**src/rtl/counter_btn_ctrl.sv**
```systemverilog
// ---------------------------------------------------------------------------
// counter_btn_ctrl
// Pushbutton command front-end for the universal N-bit binary counter.
// Each raw button is synchronised, debounced and edge-detected. The resulting
// presses become single-cycle counter commands. Up/down support hold-to-repeat,
// and steps can optionally saturate using the counter's max/min feedback.
//
// Ports:
//   clk        system clock
//   reset      asynchronous, active-high reset
//   btn_up     raw up button (async, active-high)
//   btn_dn     raw down button (async, active-high)
//   btn_clr    raw clear button (async, active-high)
//   btn_load   raw load button (async, active-high)
//   preset     value to load, sampled in the cycle the load command is issued
//   max_tick   counter is at all-ones
//   min_tick   counter is at zero
//   en         one-cycle count-enable pulse
//   up         count direction, valid while en=1, holds otherwise
//   syn_clear  one-cycle synchronous clear pulse
//   load       one-cycle load pulse
//   d          load data, valid while load=1
//
// Step FSM:
//   state    | meaning
//   IDLE     | no direction button active, waiting for a press
//   DELAY    | first step issued, waiting RPT_DELAY before auto-repeat
//   REPEAT   | auto-repeating one step every RPT_RATE cycles
//   WAIT_REL | conflicting buttons seen, waiting until up and dn both released
// ---------------------------------------------------------------------------
module counter_btn_ctrl #(
  parameter int N         = 8,
  parameter int DB_CYCLES = 500000,
  parameter int RPT_DELAY = 25000000,
  parameter int RPT_RATE  = 5000000,
  parameter int CW        = 26,
  parameter int SAT       = 1
) (
  input  logic         clk,
  input  logic         reset,
  input  logic         btn_up,
  input  logic         btn_dn,
  input  logic         btn_clr,
  input  logic         btn_load,
  input  logic [N-1:0] preset,
  input  logic         max_tick,
  input  logic         min_tick,
  output logic         en,
  output logic         up,
  output logic         syn_clear,
  output logic         load,
  output logic [N-1:0] d
);

  localparam int B_UP   = 0;
  localparam int B_DN   = 1;
  localparam int B_CLR  = 2;
  localparam int B_LOAD = 3;

  // Timers compare against LIMIT-1 so the action lands on the cycle the
  // count would reach LIMIT.
  localparam logic [CW-1:0] DB_LAST   = CW'(DB_CYCLES - 1);
  localparam logic [CW-1:0] DLY_LAST  = CW'(RPT_DELAY - 1);
  localparam logic [CW-1:0] RATE_LAST = CW'(RPT_RATE - 1);

  typedef enum logic [1:0] {IDLE, DELAY, REPEAT, WAIT_REL} state_t;

  logic [3:0]    raw;
  logic [3:0]    sync1, sync2;
  logic [3:0]    db_lvl, db_prev;
  logic [CW-1:0] db_cnt [4];
  logic [3:0]    rise;

  assign raw  = {btn_load, btn_clr, btn_dn, btn_up};
  assign rise = db_lvl & ~db_prev;

  always_ff @(posedge clk or posedge reset) begin
    if (reset) begin
      sync1   <= '0;
      sync2   <= '0;
      db_lvl  <= '0;
      db_prev <= '0;
      for (int i = 0; i < 4; i++) db_cnt[i] <= '0;
    end else begin
      sync1   <= raw;
      sync2   <= sync1;
      db_prev <= db_lvl;
      for (int i = 0; i < 4; i++) begin
        if (sync2[i] == db_lvl[i]) begin
          db_cnt[i] <= '0;
        end else if (db_cnt[i] == DB_LAST) begin
          db_lvl[i] <= sync2[i];
          db_cnt[i] <= '0;
        end else begin
          db_cnt[i] <= db_cnt[i] + 1'b1;
        end
      end
    end
  end

  state_t        state, state_nx;
  logic [CW-1:0] tmr, tmr_nx;
  logic          dir, dir_nx;
  logic          step, step_up;
  logic          en_nx, clr_nx, load_nx;
  logic          up_lvl, dn_lvl, held, other;

  assign up_lvl = db_lvl[B_UP];
  assign dn_lvl = db_lvl[B_DN];
  assign held   = dir ? up_lvl : dn_lvl;
  assign other  = dir ? dn_lvl : up_lvl;

  always_comb begin
    state_nx = state;
    tmr_nx   = tmr;
    dir_nx   = dir;
    step     = 1'b0;
    step_up  = dir;
    clr_nx   = 1'b0;
    load_nx  = 1'b0;
    en_nx    = 1'b0;

    if (rise[B_CLR]) begin
      clr_nx   = 1'b1;
      state_nx = IDLE;
      tmr_nx   = '0;
    end else begin
      case (state)
        IDLE: begin
          if (rise[B_LOAD]) begin
            load_nx = 1'b1;
          end else if (rise[B_UP]) begin
            if (dn_lvl) begin
              state_nx = WAIT_REL;
            end else begin
              step     = 1'b1;
              step_up  = 1'b1;
              dir_nx   = 1'b1;
              state_nx = DELAY;
              tmr_nx   = '0;
            end
          end else if (rise[B_DN]) begin
            if (up_lvl) begin
              state_nx = WAIT_REL;
            end else begin
              step     = 1'b1;
              step_up  = 1'b0;
              dir_nx   = 1'b0;
              state_nx = DELAY;
              tmr_nx   = '0;
            end
          end
        end
        DELAY, REPEAT: begin
          if (!held) begin
            state_nx = IDLE;
          end else if (other) begin
            state_nx = WAIT_REL;
          end else if (tmr == ((state == DELAY) ? DLY_LAST : RATE_LAST)) begin
            step     = 1'b1;
            step_up  = dir;
            state_nx = REPEAT;
            tmr_nx   = '0;
          end else begin
            tmr_nx = tmr + 1'b1;
          end
        end
        WAIT_REL: begin
          if (rise[B_LOAD]) load_nx = 1'b1;
          if (!up_lvl && !dn_lvl) state_nx = IDLE;
        end
        default: state_nx = IDLE;
      endcase
    end

    // A saturated step still advances the FSM; only the pulse is dropped.
    en_nx = step & ~((SAT != 0) & (step_up ? max_tick : min_tick));
  end

  always_ff @(posedge clk or posedge reset) begin
    if (reset) begin
      state     <= IDLE;
      tmr       <= '0;
      dir       <= 1'b1;
      en        <= 1'b0;
      up        <= 1'b1;
      syn_clear <= 1'b0;
      load      <= 1'b0;
      d         <= '0;
    end else begin
      state     <= state_nx;
      tmr       <= tmr_nx;
      dir       <= dir_nx;
      en        <= en_nx;
      syn_clear <= clr_nx;
      load      <= load_nx;
      if (en_nx)   up <= step_up;
      if (load_nx) d  <= preset;
    end
  end

endmodule

```
**config.mk**
```make
export PLATFORM = sky130hd
export DESIGN_NAME = counter_btn_ctrl
export DESIGN_NICKNAME = d
export VERILOG_FILES = /design/src/rtl/counter_btn_ctrl.sv
export SDC_FILE = /design/constraint.sdc
export NUM_CORES = 1
export LEC_CHECK = 0
export ABC_AREA = 1
export BUFFER_PORTS_ARGS = -buffer_cell sky130_fd_sc_hd__buf_2
export CAP_MARGIN = 20
export CORE_MARGIN = 2
export CORE_UTILIZATION = 45
export CTS_CLUSTER_DIAMETER = 120
export DETAILED_ROUTE_END_ITERATION = 10
export GPL_TIMING_DRIVEN = 0
export SLEW_MARGIN = 20
export SYNTH_ARGS = -nofsm -noshare
export SYNTH_HDL_FRONTEND = slang
export SYNTH_SLANG_ARGS = --single-unit
export TNS_END_PERCENT = 30
```
**constraint.sdc**
```tcl
create_clock -name clk -period 12.36 [get_ports clk]
set_input_delay 1.854 -clock clk [delete_from_list [all_inputs] [get_ports clk]]
set_output_delay 1.854 -clock clk [all_outputs]
set_load 0.1 [all_outputs]
```
=== Yosys cells after proc, flatten, opt, wreduce, memory -nomap -nowiden ===
Cells that the tools add are included.

* Mux-type cells: 54
* Equality and inequality tests: 20
* Bitwise logic cells: 8
* Reduce and logical (&&, ||, !) cells: 13
* Add/subtract/negate cells: 5

{| class="wikitable"
|+ Operator list
! cell !! count
|-
| $mux 26 || 17
|-
| $add 26x1->26 const B || 5
|-
| $eq 26x19->1 const B || 4
|-
| $pmux 26 s2 || 1
|-
| $eq 26x25->1 || 1
|-
| $mux 25 || 1
|-
| $mux 1 || 23
|-
| $mux 2 || 10
|-
| $ne 3x3->1 const B || 4
|-
| $ne 4x4->1 const B || 3
|-
| $reduce_and 2->1 || 4
|-
| $reduce_and 7->1 || 1
|-
| $pmux 2 s3 || 1
|-
| $ne 5x5->1 const B || 1
|-
| $not 1->1 || 5
|-
| $and 4x4->4 || 1
|-
| $eq 1x1->1 || 4
|-
| $eq 2x2->1 const B || 2
|-
| $not 4->4 || 1
|-
| $reduce_and 4->1 || 1
|-
| $reduce_or 2->1 || 2
|-
| $reduce_bool 3->1 || 1
|-
| $eq 2x1->1 const B || 1
|-
| $logic_not 1->1 || 2
|-
| other kinds (4) || 4
|}

* Output and inout port bits: 12
* Input bits: 16
* Word-level logic and storage cells: 119
* Register bits: 161

=== Longest topological paths before layout ===
Gate-level depths: netlist (run 1).

* Depth after elaboration: 10
* Gate-level depth with buffers: 14
* Depth with buffers taken out: 13

=== Worst setup path before layout (run 1) ===
No wires, ideal clock.

* Path kind: register to output
* Start point: reg d[0]
* End point: out d[0]
* Arrival time: 898 ps
* Stages on the path, launching flop included: 1
* Setup slack: 9608 ps
* Required time: 10506 ps
* Path buffers: 0
* Cell sequence: dfrtp_1

{| class="wikitable"
|+ RTL lines
! element !! RTL line !! RTL
|-
| from (decl) || 52 || <nowiki>output logic [N-1:0] d</nowiki>
|-
| from (signal assigned) || 198 || <nowiki>if (load_nx) d <= preset;</nowiki>
|}

No word-level cell between the ends.

=== Final worst setup path (run 1) ===
* Start point: reg up
* End point: out up

{| class="wikitable"
|+ RTL lines
! element !! RTL line !! RTL
|-
| from (decl) || 49 || <nowiki>output logic up,</nowiki>
|-
| from (signal assigned) || 197 || <nowiki>if (en_nx) up <= step_up;</nowiki>
|}

No word-level cell between the ends.

==> results of run 1 <==
-- worst paths after layout --
path,cells past startpoint,end,start
min in group asynchronous,2,sync1[3]$_DFF_PP0_,reset
max in group asynchronous,3,db_cnt[41]$_DFF_PP0_,reset
hold / removal,0,sync2[1]$_DFF_PP0_,sync1[1]$_DFF_PP0_
hold reg to reg,0,sync2[1]$_DFF_PP0_,sync1[1]$_DFF_PP0_
setup reg to reg,7,d[3]$_DFFE_PP0P_,state[0]$_DFFE_PP0P_
setup / recovery,1,up,up$_DFFE_PP1P_
-- Yosys cell counts, drive strengths merged --
cell type	count	area, um^2
dfstp	2	52.6
nand4	43	275
o21bai	3	22.5
o211a	3	30.0
nor3b	7	52.6
nand2	264	1030
xnor2	6	52.6
and3	3	18.8
clkinv	1	3.75
nand3	75	385
o21ai	41	220
buf	8	63.8
or2	4	25.0
a21oi	36	184
nand3b	1	7.51
nor4	2	12.5
o21a	2	15.0
dfrtp	159	3980
inv	160	606
xor2	41	359
clkbuf	4	15.0
a31oi	4	25.0
a211oi	2	15.0
ha	8	100
nor3	67	378
nor2	236	971
-- layout make-up --
class	instances	share of cell area (%)
multi-input combinational	848	41.7
timing repair buffer	28	1.62
inverter	161	6.16
clock inverter	9	1.29
sequential	161	40.2
tap	265	3.31
clock buffer	23	4.87
buffer	12	0.787
-- power groups by stage --
| stage | Clock (uW) | Combinational, uW | Sequential (uW) |
|---|---|---|---|
| after floorplan | 0 | 19.4 | 544 |
| after global placement | 0 | 28.6 | 544 |
| after detailed placement | 0 | 30.2 | 544 |
| after CTS | 566 | 30.4 | 535 |
| after global routing | 587 | 34.4 | 535 |
| final | 548 | 29.0 | 535 |
-- per-layer routing --
metal	wire length (um)	up-vias	GRT usage (%)
met1	10200	3424	30.6
met5	0	-	0
met3	716	12	3.48
met2	8690	148	30.3
met4	149	0	5.52
li1	-	3885	-
-- logic make-up (layout without fill, tap and decap cells) --
family / after synthesis / after routing / share of synthesized area (%)
buffers and inverters: 173 / 233 / 7.73
XOR/XNOR: 47 / 47 / 4.63
AO/OA/AOI/OAI: 91 / 91 / 5.75
AND/OR/NAND/NOR: 702 / 702 / 35.5
flip-flops: 161 / 161 / 45.3
adder cells (fa/ha/maj): 8 / 8 / 1.12
-- per-stage QoR --
step	instances	cell area [um^2]	total power [uW]	utilization, %
3_3_place_gp	1474	9370	573	48.1
4_1_cts	1507	10000	1130	51.5
6_report	1507	10000	1110	51.5
5_1_grt	1507	10000	1160	51.5
3_5_place_dp	1475	9400	574	48.3
2_1_floorplan	1182	8900	563	-
-- state kept, by name (all words and copies together) (netlist names) --
register	cells
db_cnt	104
tmr	26
up	1
sync1	4
dir	1
d	8
sync2	4
en	1
state	2
load	1
db_lvl	4
syn_clear	1
db_prev	4
==> flow_summary.ini, run 1 <==
[run_status]
outcome = completed

[synthesis]
ys_ff_latch = 161
ys_seq_area_share_pct = 45.3
syn-num-nets = 1206
syn_area_um2 = 8900
synth_cell_types = 43
ys_warn_count = 0
syn_inst = 1182
synth_area_per_cell_um2 = 7.53

[cells_and_area]
finalNetCount = 1253
layout_commonest_cell = nand2_1
multi_input_area_um2 = 4180
insertedDiodeCount = 0
final_cell_mix = 252 x nand2_1, 216 x nor2_1, 159 x dfrtp_1, 144 x inv_1, 73 x nand3_1
drive_gt1_share_pct = 10.5
fill_cells = 1882
register_area_um2 = 4030
area_growth_pct = 12.6

[sta]
fin_worst_skew_ns = 0.0129
finalCritPeriodShare_pct = 26.0
max_freq_mhz = 311
fin_ws_ns = 9.14
holdWs_ns = 0.353
tns_ns = 0
period_needed_ns = 3.22
worst_pin_slew_ns = 0.699
setup_viol = 0
slew_headroom_pct = 53.2
slew_violations = 0
hold_viol = 0
grt_setup_unrepaired = no

[detailed_routing]
via_per_inst = 4.96
drt_first_iter_violations = 714
wl_per_cell_um = 13.1
dr.pass1.iters = 7
drc = 0
vias = 7469
postRouteAntennaNets = 0
wirelength_um = 19700

[place]
io_buffer_count = 27
post-dp-hpwl_um = 14500
place_congestion = 0.903
place_ws_ns = 9.55

[clock_tree]
clk_path_buf_depth = 2
cts_tree = built
postCtsSetupRepairBufs = 0
cts_resized = 0
cts-root-buf = clkbuf_16
hold_buffers = 0
cts.htree.levels = 4
insertion_delay_ns = 0.42
clk_pin_slew_ns = 0.07
cts.sinks = 161
cts_inserted_buffers = 17

[worst_setup_path]
crit_path_top_delay_cell = dfstp_2
cp-end-kind = primary output
worstSetupPathType = reg -> out
max_stage_delay_ns = 0.53
cp_top_family = flip-flops
cp_max_fo = 2
regToRegSetupSlack_ns = 10.08
critPathBufInv = 1
worst_ep_arrival_time_ns = 1.36
start_kind = flip-flop
required_ns = 10.51
worstPathCellList = buf_2

[power]
pwr-share-comb_pct = 2.6
power.density_nw_per_um2 = 111
sw_frac_of_total_pct = 21.0
p_int_uw = 878
clkPwrFrac_pct = 49.3
p_sw_uw = 234
p_leak_uw = 0.00449
pwr-share-seq_pct = 48.1
ir_drop_mv = 0.0797

[floorplan]
initial_utilization_pct = 45.7
core_area_um2 = 19500
die_w_um = 145
rows = 51
die_h_um = 145
dieArea_um2 = 20900
pin_count = 28

[grt]
first_global_vias = 6902
grt_usage_pct = 20.3
antenna_found_initial = 0
overflow = 0
grt_pass1_wl_um = 33900
grt_max_degree = 88

[flow_run]
drv_cap = 0

[worst_hold_path]
hp-class = reg -> reg
Note: power is estimated with default switching activity, not from simulation.
==> run 2, diff against run 1 <==
- clock period: 12.36 -> 2.6 ns (I/O delays scaled with it)
==> run 2 against run 1 <==
Effect of this change:
- sequential power rose to 4.7 times the previous value
- worst setup slack worse by 8.9 ns
- via count up 1.4%
- non-clock buffer count up 4
- utilization up 0.47 points
- largest power group unchanged
==> flow_summary.ini, run 2 (synthesis gave the netlist of run 1 again) <==
[worst_setup_path]
max_stage_delay_ns = 0.65
cp_top_family = simple AND/OR/NAND/NOR gates
required_ns = 2.91
cp-end-kind = flip-flop
regToRegSetupSlack_ns = 0.29
worstPathCellList = inv_1 -> ha_1 -> buf_2 -> nor3_4 -> inv_1 -> nand2_1 -> nand2_1
crit_path_top_delay_cell = nor3_4
worst_ep_arrival_time_ns = 2.62
start_kind = flip-flop
cp_max_fo = 10
worstSetupPathType = reg -> reg
critPathBufInv = 3

[place]
placed_cell_area_um2 = 9480
io_buffer_count = 27
post-dp-hpwl_um = 15200
place_congestion = 0.904
place_ws_ns = 0.245

[floorplan]
pin_count = 28
dieArea_um2 = 20900
die_w_um = 145
core_area_um2 = 19500
rows = 51
die_h_um = 145
initial_utilization_pct = 45.7

[detailed_routing]
drt_first_iter_violations = 457
wirelength_um = 20300
wl_per_cell_um = 13.4
vias = 7577
drc = 0
via_per_inst = 5.01
postRouteAntennaNets = 0
dr.pass1.iters = 5

[clock_tree]
clk_pin_slew_ns = 0.06
cts-root-buf = clkbuf_16
clk_path_buf_depth = 2
cts_inserted_buffers = 17
cts.htree.levels = 4
insertion_delay_ns = 0.42
postCtsSetupRepairBufs = 0
cts_resized = 0
cts.sinks = 161
cts_tree = built
hold_buffers = 0

[sta]
worst_pin_slew_ns = 0.731
finalCritPeriodShare_pct = 89.0
slew_violations = 0
grt_setup_unrepaired = no
tns_ns = 0
period_needed_ns = 2.31
max_freq_mhz = 432
setup_viol = 0
fin_worst_skew_ns = 0.00795
hold_viol = 0
slew_headroom_pct = 51.1
fin_ws_ns = 0.287

[power]
power.density_nw_per_um2 = 533
ir_drop_mv = 0.420
p_leak_uw = 0.00453

[cells_and_area]
finalNetCount = 1257
final_cell_mix = 252 x nand2_1, 216 x nor2_1, 159 x dfrtp_1, 144 x inv_1, 73 x nand3_1
final_area_um2 = 10100
reg_top3 = db_cnt x104, tmr x26, d x8
register_area_um2 = 4030
insertedDiodeCount = 0
largest_register = db_cnt
multi_input_area_um2 = 4180
layout_commonest_cell = nand2_1
largest_register_ffs = 104
area_growth_pct = 13.6
fill_cells = 1939
drive_gt1_share_pct = 11.0

[grt]
overflow = 0
grt_max_degree = 33
antenna_found_initial = 0
first_global_vias = 7227
grt_usage_pct = 20.8
grt_pass1_wl_um = 34500

[flow_run]
drv_cap = 0

[run_status]
outcome = completed

[worst_hold_path]
hp-class = in -> async
## run 2: through the flow
stage                     hold slack, ns  std cells  total power [uW]  utilization [%]
after floorplan                    0.331       1182              2680                -
after global placement             0.332       1474              2730             48.1
after detailed placement           0.336       1479              2750             48.7
after CTS                         0.0480       1511              5460             51.9
after global routing              0.0436       1511              5590             51.9
final                             0.0443       1511              5380             51.9
## run 2: worst paths after layout
path / startpoint / endpoint / cells after the start
setup / recovery: state[0]$_DFFE_PP0P_ / d[1]$_DFFE_PP0P_ / 7
hold / removal: reset / sync2[3]$_DFF_PP0_ / 2
setup reg to reg: state[0]$_DFFE_PP0P_ / d[1]$_DFFE_PP0P_ / 7
hold reg to reg: sync1[1]$_DFF_PP0_ / sync2[1]$_DFF_PP0_ / 0
max in group asynchronous: reset / tmr[9]$_DFFE_PP0P_ / 5
min in group clk: btn_load / sync1[3]$_DFF_PP0_ / 1
## run 2: worst register-to-register path, stage by stage (launching register included)
cell	delay, ns
dfrtp_1	0.39
inv_1	0.06
ha_1	0.27
buf_2	0.19
nor3_4	0.65
inv_1	0.43
nand2_1	0.16
nand2_1	0.05
## run 2: final cells by class
cell class	count	share of cell area [%]
buffer	12	0.780
clock buffer	17	4.21
clock inverter	15	2.04
inverter	161	6.06
multi-input combinational	848	41.3
sequential	161	39.9
tap	265	3.28
timing repair buffer	32	2.40
## run 2: layer usage
| metal | up-vias | GRT usage, % | wire length [um] |
|---|---|---|---|
| li1 | 3893 | - | - |
| met1 | 3556 | 28.6 | 9930 |
| met2 | 113 | 34.2 | 9540 |
| met3 | 15 | 3.94 | 593 |
| met4 | 0 | 5.11 | 207 |
| met5 | - | 0 | 0 |
## run 2: where the power goes
| group | leakage [uW] | switching, uW | internal [uW] |
|---|---|---|---|
| Clock | 0.000305 | 1070 | 1620 |
| Sequential | 0.00217 | 14.8 | 2530 |
| Combinational | 0.00205 | 105 | 47.2 |
